`src/rtl/posit_pkg.sv`:
```
// Shared constants and field bundle for the posit unpack/pack converter.
// The field struct carries the regime value, exponent and aligned fraction of a posit.
package posit_pkg;

   localparam int unsigned POSIT_BITS      = 32;
   localparam int unsigned POSIT_ES        = 3;
   localparam int unsigned POSIT_REG_LIMIT = POSIT_BITS - 2;

   typedef struct packed {
      logic [POSIT_BITS-1:0] seed;
      logic [POSIT_ES-1:0]   exp;
      logic [POSIT_BITS-1:0] frac;
   } posit_fields_t;

   // Largest regime magnitude a posit of the given width can encode.
   function automatic int unsigned reg_limit(input int unsigned bits);
      return bits - 2;
   endfunction

endpackage

```
`src/rtl/posit_codec_lzd.sv`:
```
// Leading run detector: length of the run of bits equal to the MSB, scanning downward.
// An all-identical word reports the full width W.
module posit_regime_lzd #(
   parameter int unsigned W = 31
) (
   input  logic [W-1:0]             bits,
   output logic [$clog2(W+1)-1:0]   run_len_c,
   output logic                     lead_c
);

   localparam int unsigned CW = $clog2(W + 1);

   logic found;

   assign lead_c = bits[W-1];

   always_comb begin
      run_len_c = CW'(W);
      found     = 1'b0;
      for (int i = int'(W) - 1; i >= 0; i--) begin
         if (!found && (bits[i] != bits[W-1])) begin
            run_len_c = CW'(int'(W) - 1 - i);
            found     = 1'b1;
         end
      end
   end

endmodule

```
`src/rtl/posit_codec.sv`:
```
// Registered posit converter: unpack splits a posit into regime/exponent/fraction,
// pack rebuilds a posit from those fields with saturation. Both paths are independent.
module posit_codec
   import posit_pkg::*;
#(
   parameter int unsigned BITS = POSIT_BITS,
   parameter int unsigned ES   = POSIT_ES
) (
   input  logic            clk,
   input  logic            rst,

   input  logic            unpack_valid_in,
   input  logic [BITS-1:0] unpack_data,
   output logic            unpack_valid_out,
   output logic [BITS-1:0] unpack_seed,
   output logic [ES-1:0]   unpack_exp,
   output logic [BITS-1:0] unpack_frac,
   output logic            unpack_zero,
   output logic            unpack_nar,

   input  logic            pack_valid_in,
   input  logic [BITS-1:0] pack_seed,
   input  logic [ES-1:0]   pack_exp,
   input  logic [BITS-1:0] pack_frac,
   output logic            pack_valid_out,
   output logic [BITS-1:0] pack_posit
);

   localparam int unsigned REG_LIM = reg_limit(BITS);
   localparam int unsigned LW      = $clog2(BITS);
   localparam int unsigned SW      = LW + 1;
   localparam int unsigned PW      = 1 + ES + BITS;

   localparam logic signed [BITS-1:0] K_MAX = BITS'(REG_LIM);
   localparam logic signed [BITS-1:0] K_MIN = -K_MAX;

   // ---------------- unpack datapath ----------------
   logic [LW-1:0]   run_len;
   logic            lead;
   logic [SW-1:0]   un_shift;
   logic [BITS-1:0] un_rest;
   logic [BITS-1:0] un_seed;
   logic [ES-1:0]   un_exp;
   logic [BITS-1:0] un_frac;
   logic            un_zero;
   logic            un_nar;

   posit_regime_lzd #(
      .W (BITS - 1)
   ) u_lzd (
      .bits      (unpack_data[BITS-2:0]),
      .run_len_c (run_len),
      .lead_c    (lead)
   );

   // An all-zero body falls out naturally as a zero-run of BITS-1, i.e. k = -(BITS-1).
   always_comb begin
      un_shift = SW'(run_len) + SW'(1);
      un_rest  = {unpack_data[BITS-2:0], 1'b0} << un_shift;
      un_exp   = un_rest[BITS-1 -: ES];
      un_frac  = un_rest << ES;
      un_seed  = lead ? (BITS'(run_len) - BITS'(1)) : (BITS'(0) - BITS'(run_len));
      un_zero  = (unpack_data == '0);
      un_nar   = (unpack_data == {1'b1, {(BITS-1){1'b0}}});
   end

   // ---------------- pack datapath ----------------
   logic            pk_pos;
   logic [SW-1:0]   pk_run;
   logic [PW-1:0]   pk_tail;
   logic [PW-1:0]   pk_shifted;
   logic [BITS-2:0] pk_body;
   logic [BITS-1:0] pk_posit;

   // The terminator sits at the head of the tail; the regime is shifted in above it.
   always_comb begin
      pk_pos     = ~pack_seed[BITS-1];
      pk_run     = pk_pos ? SW'(pack_seed + BITS'(1)) : SW'(BITS'(0) - pack_seed);
      pk_tail    = {~pk_pos, pack_exp, pack_frac};
      pk_shifted = pk_pos ? ~((~pk_tail) >> pk_run) : (pk_tail >> pk_run);
      pk_body    = (BITS-1)'(pk_shifted >> (ES + 2));
      pk_posit   = {1'b0, pk_body};
      if ($signed(pack_seed) > K_MAX) begin
         pk_posit = {1'b0, {(BITS-1){1'b1}}};
      end else if ($signed(pack_seed) < K_MIN) begin
         pk_posit = BITS'(1);
      end
   end

   // ---------------- output registers ----------------
   logic            unpack_valid_q, unpack_valid_d;
   logic [BITS-1:0] unpack_seed_q,  unpack_seed_d;
   logic [ES-1:0]   unpack_exp_q,   unpack_exp_d;
   logic [BITS-1:0] unpack_frac_q,  unpack_frac_d;
   logic            unpack_zero_q,  unpack_zero_d;
   logic            unpack_nar_q,   unpack_nar_d;
   logic            pack_valid_q,   pack_valid_d;
   logic [BITS-1:0] pack_posit_q,   pack_posit_d;

   always_comb begin
      unpack_valid_d = unpack_valid_in;
      unpack_seed_d  = unpack_seed_q;
      unpack_exp_d   = unpack_exp_q;
      unpack_frac_d  = unpack_frac_q;
      unpack_zero_d  = unpack_zero_q;
      unpack_nar_d   = unpack_nar_q;
      pack_valid_d   = pack_valid_in;
      pack_posit_d   = pack_posit_q;
      if (unpack_valid_in) begin
         unpack_seed_d = un_seed;
         unpack_exp_d  = un_exp;
         unpack_frac_d = un_frac;
         unpack_zero_d = un_zero;
         unpack_nar_d  = un_nar;
      end
      if (pack_valid_in) begin
         pack_posit_d = pk_posit;
      end
   end

   always_ff @(posedge clk or posedge rst) begin
      if (rst) begin
         unpack_valid_q <= 1'b0;
         unpack_seed_q  <= '0;
         unpack_exp_q   <= '0;
         unpack_frac_q  <= '0;
         unpack_zero_q  <= 1'b0;
         unpack_nar_q   <= 1'b0;
         pack_valid_q   <= 1'b0;
         pack_posit_q   <= '0;
      end else begin
         unpack_valid_q <= unpack_valid_d;
         unpack_seed_q  <= unpack_seed_d;
         unpack_exp_q   <= unpack_exp_d;
         unpack_frac_q  <= unpack_frac_d;
         unpack_zero_q  <= unpack_zero_d;
         unpack_nar_q   <= unpack_nar_d;
         pack_valid_q   <= pack_valid_d;
         pack_posit_q   <= pack_posit_d;
      end
   end

   assign unpack_valid_out = unpack_valid_q;
   assign unpack_seed      = unpack_seed_q;
   assign unpack_exp       = unpack_exp_q;
   assign unpack_frac      = unpack_frac_q;
   assign unpack_zero      = unpack_zero_q;
   assign unpack_nar       = unpack_nar_q;
   assign pack_valid_out   = pack_valid_q;
   assign pack_posit       = pack_posit_q;

endmodule

```
`config.mk`:
```
export PLATFORM = sky130hd
export DESIGN_NAME = posit_codec
export DESIGN_NICKNAME = d
export VERILOG_FILES = /design/src/rtl/posit_pkg.sv /design/src/rtl/posit_codec_lzd.sv /design/src/rtl/posit_codec.sv
export SDC_FILE = /design/constraint.sdc
export NUM_CORES = 1
export LEC_CHECK = 0
export ABC_AREA = 1
export ABC_CLOCK_PERIOD_IN_PS = 4500
export CAP_MARGIN = 20
export CORE_AREA = 2 2 148 150
export CTS_CLUSTER_DIAMETER = 80
export DETAILED_ROUTE_END_ITERATION = 8
export DIE_AREA = 0 0 150 152
export PLACE_DENSITY_LB_ADDON = 0.12
export SLEW_MARGIN = 25
export SYNTH_ARGS = -nofsm -noshare
export SYNTH_HDL_FRONTEND = slang
export SYNTH_HIERARCHICAL = 1
export SYNTH_SLANG_ARGS = --single-unit
export TNS_END_PERCENT = 20
```
`constraint.sdc`:
```
create_clock -name clk -period 4.5 [get_ports clk]
set_input_delay 0.45 -clock clk [delete_from_list [all_inputs] [get_ports clk]]
set_output_delay 0.45 -clock clk [all_outputs]
set_load 0.05 [all_outputs]
```
==> results of run 1 <==
## worst min path at each step
stage / start / to / slack (ns) / depth (start not counted)
CTS: pack_posit[26]$_DFFE_PP0P_ / pack_posit[26]$_DFFE_PP0P_ / 0.48 / 2
floorplan: pack_valid_in / pack_valid_out$_DFF_PP0_ / 0.48 / 0
finish: pack_posit[26]$_DFFE_PP0P_ / pack_posit[26]$_DFFE_PP0P_ / 0.47 / 2
global placement: pack_posit[26]$_DFFE_PP0P_ / pack_posit[26]$_DFFE_PP0P_ / 0.46 / 2
detailed placement: pack_posit[26]$_DFFE_PP0P_ / pack_posit[26]$_DFFE_PP0P_ / 0.47 / 2
global route: unpack_frac[11]$_DFFE_PP0P_ / unpack_frac[11]$_DFFE_PP0P_ / 0.51 / 2
## kinds of logic after synthesis
family / count (synthesis) / synth area share
AOI/OAI and AO/OA: 189 / 0.1276
xor gates and xnor gates: 34 / 0.03870
adders and majority gates: 7 / 0.01046
buffers and inverters: 220 / 0.1312
DFF: 72 / 0.2152
muxes: 12 / 0.01434
other: 1 / 0.0004478
and+or+nand+nor: 905 / 0.4621
## tightest hold or removal path, stage by stage (launching register included)
cell,delay (ns)
dfrtp_1,0.35
o21ai_1,0.06
inv_1,0.04
## state kept, by name, summed over array words and instances (netlist names)
signal	flops
unpack_frac	28
pack_valid_out	1
pack_posit	31
unpack_exp	3
unpack_seed	6
unpack_zero	1
unpack_nar	1
unpack_valid_out	1
## what timing repair did
action,4_1_cts,5_1_grt
hold buffers,0,0
setup endpoints to repair,0,11
hold endpoints to repair,0,0
resized for setup,0,11
## synthesized netlist by cell type, types with 2 or more instances
master / count
nor2_4: 2
buf_2: 42
a22oi_1: 4
nand4_2: 5
o211ai_1: 18
xnor2_1: 25
buf_4: 44
nor3_1: 7
nand3_2: 2
buf_6: 5
a31oi_1: 2
o2111ai_1: 3
nand2_1: 560
nand3b_1: 2
nand2_2: 4
mux2i_1: 12
nor2_2: 7
or2_2: 6
o21ai_0: 85
a21oi_1: 50
xor2_1: 7
nand4_1: 20
ha_1: 7
a22o_1: 5
nand3_1: 169
nor4_1: 9
dfrtp_1: 72
nor2_1: 104
inv_2: 6
clkbuf_1: 19
inv_1: 101
o21ai_1: 14
nor3b_2: 2
## power by group
group          switching, uW  leakage (uW)  internal (uW)  total, uW
Sequential              73.0      0.000830            755        829
Clock                    288      0.000132            377        665
Combinational           1380       0.00427            719       2100
Total                   1740       0.00523           1850       3590
## through the flow
stage | power (uW) | cell area (um2)
4_1_cts | 3592 | 10880
3_3_place_gp | 2902 | 10600
3_5_place_dp | 2913 | 10600
5_1_grt | 3831 | 10910
6_report | 3590 | 10910
2_1_floorplan | 2253 | 8389
## area by class of cell
class	count	area (um2)
clock buffer	9	225.2
clock inverter	7	55.05
fill	2303	10440
inverter	108	407.9
multi-input combinational	1152	5519
sequential	72	1802
tap	280	350.3
timing repair buffer	272	2550
## layer usage
metal  vias to the layer above  track usage  routed length (um)
li1                       4984            -                   -
met1                      4273       0.3788               14170
met2                       315       0.3264               10710
met3                        23      0.04054                1817
met4                         0      0.04537                 340
met5                         -            0                   0
==> results_dict.tcl, run 1 <==
set metrics [dict create \
    status "complete, no violations" \
    grt_max_degree 48 \
    yosys_warnings 6 \
    netlist_area_mm2 0.008374 \
    port_buffers 195 \
    final_core_util 0.5110 \
    p_leak_uw 0.005228 \
    path_max_fanout 13 \
    synth_edf_count 0 \
    worst_r2r_path_depth 2 \
    routed_via_density 5.050 \
    std_cell_rows 54 \
    grt_pass1_wl_um 44170 \
    crit_arrival_ns 4.43 \
    hold_viol_final 0 \
    r2r-end "unpack_seed[30]$_DFFE_PP0P_" \
    slew_headroom 0.4021 \
    htreeDepth 3 \
    hold_path.class "flop to flop" \
    grt_remaining_overflow 0 \
    dr.pass1.iters 5 \
    crit_type "primary input to flop" \
    clk_latency_ns 0.33 \
    die_h_um 152 \
    synth_area_leaders "nand2_1, dfrtp_1, nand3_1" \
    ioPinCount 206 \
    cts_setup_buffers 0 \
    rsz0062_at_grt "true" \
    timing.fmax_ghz 0.2369 \
    nets 1725 \
    setup_viol 0 \
    wire_per_inst_um 14.23 \
    rrSetupSlack_ns 3.46 \
    clk_pin_slew_ns 0.06 \
    place_ws_ns -0.08479 \
    period_minus_slack_ns 4.221 \
    cts_tree "built" \
    fin_skew_ns 0 \
    cp.required_ns 4.71 \
    path_depth 27 \
    place_hpwl_um 21330 \
    timing.final.ws_setup_ns 0.2790 \
    num_vias 9595 \
    crit_path_max_incr_delay_ns 0.47 \
    worst-path-buf-inv 3 \
    die_area_mm2 0.02280 \
    grt_pass1_vias 8548 \
    drt_wl_total_um 27040 \
    syn_to_final_growth_pct 30.27 \
    place_congestion 0.9340 \
    seq_area_frac_synth 0.2152 \
    critPathLaunchType "primary input" \
    whs_ns 0.4708 \
    synthesis.instances 1440 \
    drc 0 \
    fin_cells 1900 \
    final.setup.tns_ns 0 \
    drtIter0Drc 888 \
    drive_above_1_share 0.08765 \
    setup.worst_path.start "unpack_data[29]" \
    avgSynthCellArea_um2 5.815 \
    ys_ff_latch 72 \
    final_cell_mix "nand2_1, clkdlybuf4s50_1, nand3_1" \
    powerDensity_mw_per_mm2 329.0 \
    synth_ff_type "dfrtp_1" \
    placedCellCount 1884 \
    finalCritPeriodShare 0.9380 \
    clockRootBuffer "clkbuf_16" \
    final-max-slew-violation-count 0 \
    ant_nets 0 \
    synth_async_sr_flop_share 1.000 \
    final_common_cell "nand2_1" \
    numCtsBuffers 9 \
    dieWidth_um 150 \
    num_antenna_cells 0 \
    yosysTopAreaCell "nand2_1" \
    grt_use_total 0.2359 \
    ys_types 53 \
    clock_path_buffers 2 \
    synth_top_area_frac 0.2510 \
    start_util 0.3922 \
    cap_violations 0 \
    grt_antenna_before_repair 0 \
    worst_slew_pin_slew_ns 0.8886 \
    r2r_start "unpack_seed[30]$_DFFE_PP0P_" \
    path_delay_family "simple AND/OR/NAND/NOR gates" \
    worstSetupEndpointType "flop" \
    cts_sinks 72 \
    ir_drop_mv 0.1989 \
    core_mm2 0.02135 \
    critPathCapture "unpack_exp[0]$_DFFE_PP0P_" \
    slowest_stage "clkdlybuf4s50_1" \
]
Note: power is estimated with default switching activity, not from simulation.
==> run 2, diff against run 1 <==
--- a/config.mk
+++ b/config.mk
@@ -18,4 +18,4 @@
 export SYNTH_HDL_FRONTEND = slang
 export SYNTH_HIERARCHICAL = 1
 export SYNTH_SLANG_ARGS = --single-unit
-export TNS_END_PERCENT = 20
+export TNS_END_PERCENT = 10
==> results of run 2 <==
The final DEF is identical to that of run 1; final timing and power are the same.
==> run 3, diff against run 2 <==
--- a/config.mk
+++ b/config.mk
@@ -10,9 +10,10 @@
 export CAP_MARGIN = 20
 export CORE_AREA = 2 2 148 150
 export CTS_CLUSTER_DIAMETER = 80
+export CTS_CLUSTER_SIZE = 30
 export DETAILED_ROUTE_END_ITERATION = 8
 export DIE_AREA = 0 0 150 152
-export PLACE_DENSITY_LB_ADDON = 0.12
+export PLACE_DENSITY = 0.72
 export SLEW_MARGIN = 25
 export SYNTH_ARGS = -nofsm -noshare
 export SYNTH_HDL_FRONTEND = slang
==> results_dict.tcl, run 3 (same netlist as run 1, synthesis figures left out) <==
set metrics [dict create \
    status "complete, no violations" \
    slowest_stage "clkdlybuf4s50_1" \
    grt_max_degree 47 \
    start_util 0.3922 \
    rsz0062_at_grt "false" \
    place_hpwl_um 20970 \
    r2r_start "unpack_seed[30]$_DFFE_PP0P_" \
    core_mm2 0.02135 \
    drt_wl_total_um 27130 \
    routed_via_density 5.202 \
    p_leak_uw 0.005212 \
    period_minus_slack_ns 4.179 \
    final_common_cell "nand2_1" \
    nets 1713 \
    crit_arrival_ns 4.44 \
    die_area_mm2 0.02280 \
    min_path_cells 2 \
    hold_buffers 0 \
    wire_per_inst_um 14.37 \
    critPathLaunchType "primary input" \
    worst_slew_pin_slew_ns 0.8093 \
    fin_skew_ns 0 \
    placedCellCount 1872 \
    grt_remaining_overflow 0 \
    timing.fmax_ghz 0.2393 \
    num_vias 9821 \
    grt_pass1_vias 9007 \
    worst-path-buf-inv 5 \
    cp.required_ns 4.76 \
    numCtsBuffers 9 \
    crit_path_max_incr_delay_ns 0.51 \
    timing.final.ws_setup_ns 0.3211 \
    dieWidth_um 150 \
    grt_pass1_wl_um 44320 \
    worst_r2r_path_depth 2 \
    path_max_fanout 19 \
    std_cell_rows 54 \
    final.setup.tns_ns 0 \
    drc 0 \
    ir_drop_mv 0.1714 \
    drtIter0Drc 824 \
    path_delay_family "simple AND/OR/NAND/NOR gates" \
    hold_path.class "flop to flop" \
    die_h_um 152 \
    drive_above_1_share 0.08644 \
    fin_cells 1888 \
    rrSetupSlack_ns 3.33 \
    ctsResizeCount 0 \
    holdPathEnd "pack_posit[26]$_DFFE_PP0P_" \
    num_antenna_cells 0 \
    finalCritPeriodShare 0.9286 \
    whs_ns 0.4818 \
    ant_nets 0 \
    cap_violations 0 \
    clk_latency_ns 0.35 \
    crit_type "primary input to flop" \
    place_congestion 0.9364 \
    syn_to_final_growth_pct 30.11 \
    final-max-slew-violation-count 0 \
    hp-start "pack_posit[26]$_DFFE_PP0P_" \
    clockRootBuffer "clkbuf_16" \
    clock_path_buffers 2 \
    largest_reg_flops 31 \
    cts_sinks 72 \
    dr.pass1.iters 7 \
    grt_use_total 0.2358 \
    worstSetupEndpointType "flop" \
    grt_antenna_before_repair 0 \
    cts_setup_buffers 0 \
    clk_pin_slew_ns 0.06 \
    cts_tree "built" \
    hold_viol_final 0 \
    powerDensity_mw_per_mm2 336.4 \
    slew_headroom 0.4586 \
    ioPinCount 206 \
    r2r-end "unpack_seed[30]$_DFFE_PP0P_" \
    port_buffers 195 \
    setup_viol 0 \
    place_ws_ns -0.06176 \
    htreeDepth 3 \
    final_cell_mix "nand2_1, clkdlybuf4s50_1, nand3_1" \
]
-- run 3: cell types whose count changed in the layout (fill, tap and decap cells not counted), moves of 3 or more --
cell	change
buf_4	-17
buf_6	+3
clkdlybuf4s50_1	-3
dlymetal6s2s_1	+3
mux2i_1	-4
mux2i_2	+4
nor2_2	+3
o21ai_0	-5
o21ai_1	+3
-- run 3: final cells by class --
class / count / area, um2
fillers: 2231 / 10460
multi-input cells: 1152 / 5534
repair buffers: 260 / 2499
flip-flops and latches: 72 / 1802
inverters: 108 / 407.9
well taps: 280 / 350.3
clock buffers: 9 / 225.2
clock inverters: 7 / 77.57
-- run 3: layer usage --
layer,track usage,share of wire
met1,0.3305,0.46
met3,0.03273,0.068
met4,0.06963,0.022
met5,0,0
met2,0.3764,0.45
-- run 3: how the worst max path moves through the flow --
stage | startpoint | endpoint | slack, ns | depth (start not counted)
finish | unpack_data[28] | unpack_frac[25]$_DFFE_PP0P_ | 0.32 | 27
global route | unpack_data[28] | unpack_frac[30]$_DFFE_PP0P_ | 0.006 | 27
CTS | unpack_data[29] | unpack_frac[18]$_DFFE_PP0P_ | 0.29 | 26
detailed placement | unpack_data[26] | unpack_frac[18]$_DFFE_PP0P_ | -0.06 | 25
global placement | unpack_data[29] | unpack_exp[1]$_DFFE_PP0P_ | 0.03 | 29
floorplan | unpack_data[30] | unpack_exp[1]$_DFFE_PP0P_ | 0.19 | 28
-- run 3: per-stage QoR --
| stage | total power [uW] | utilization | instance area (um2) |
|---|---|---|---|
| after floorplan | 2253 | - | 8389 |
| after CTS | 3634 | 0.5070 | 10830 |
| after detailed placement | 2895 | 0.4929 | 10520 |
| final | 3665 | 0.5103 | 10900 |
| after global placement | 2877 | 0.4929 | 10520 |
| after global routing | 3880 | 0.5103 | 10900 |
-- run 3: tightest hold or removal path: cells and delay by family, from the launching register on --
| family | cells | cell delay (ns) |
|---|---|---|
| AO/OA/AOI/OAI | 1 | 0.06 |
| buffers and inverters | 1 | 0.04 |
| flip-flops | 1 | 0.35 |
-- run 3: power by group --
part	total (uW)	internal, uW	switching [uW]	leakage [uW]
clock	733	434	299	0.000146
combinational	2090	712	1380	0.00424
sequential	841	756	85.9	0.000830
total	3660	1900	1760	0.00521
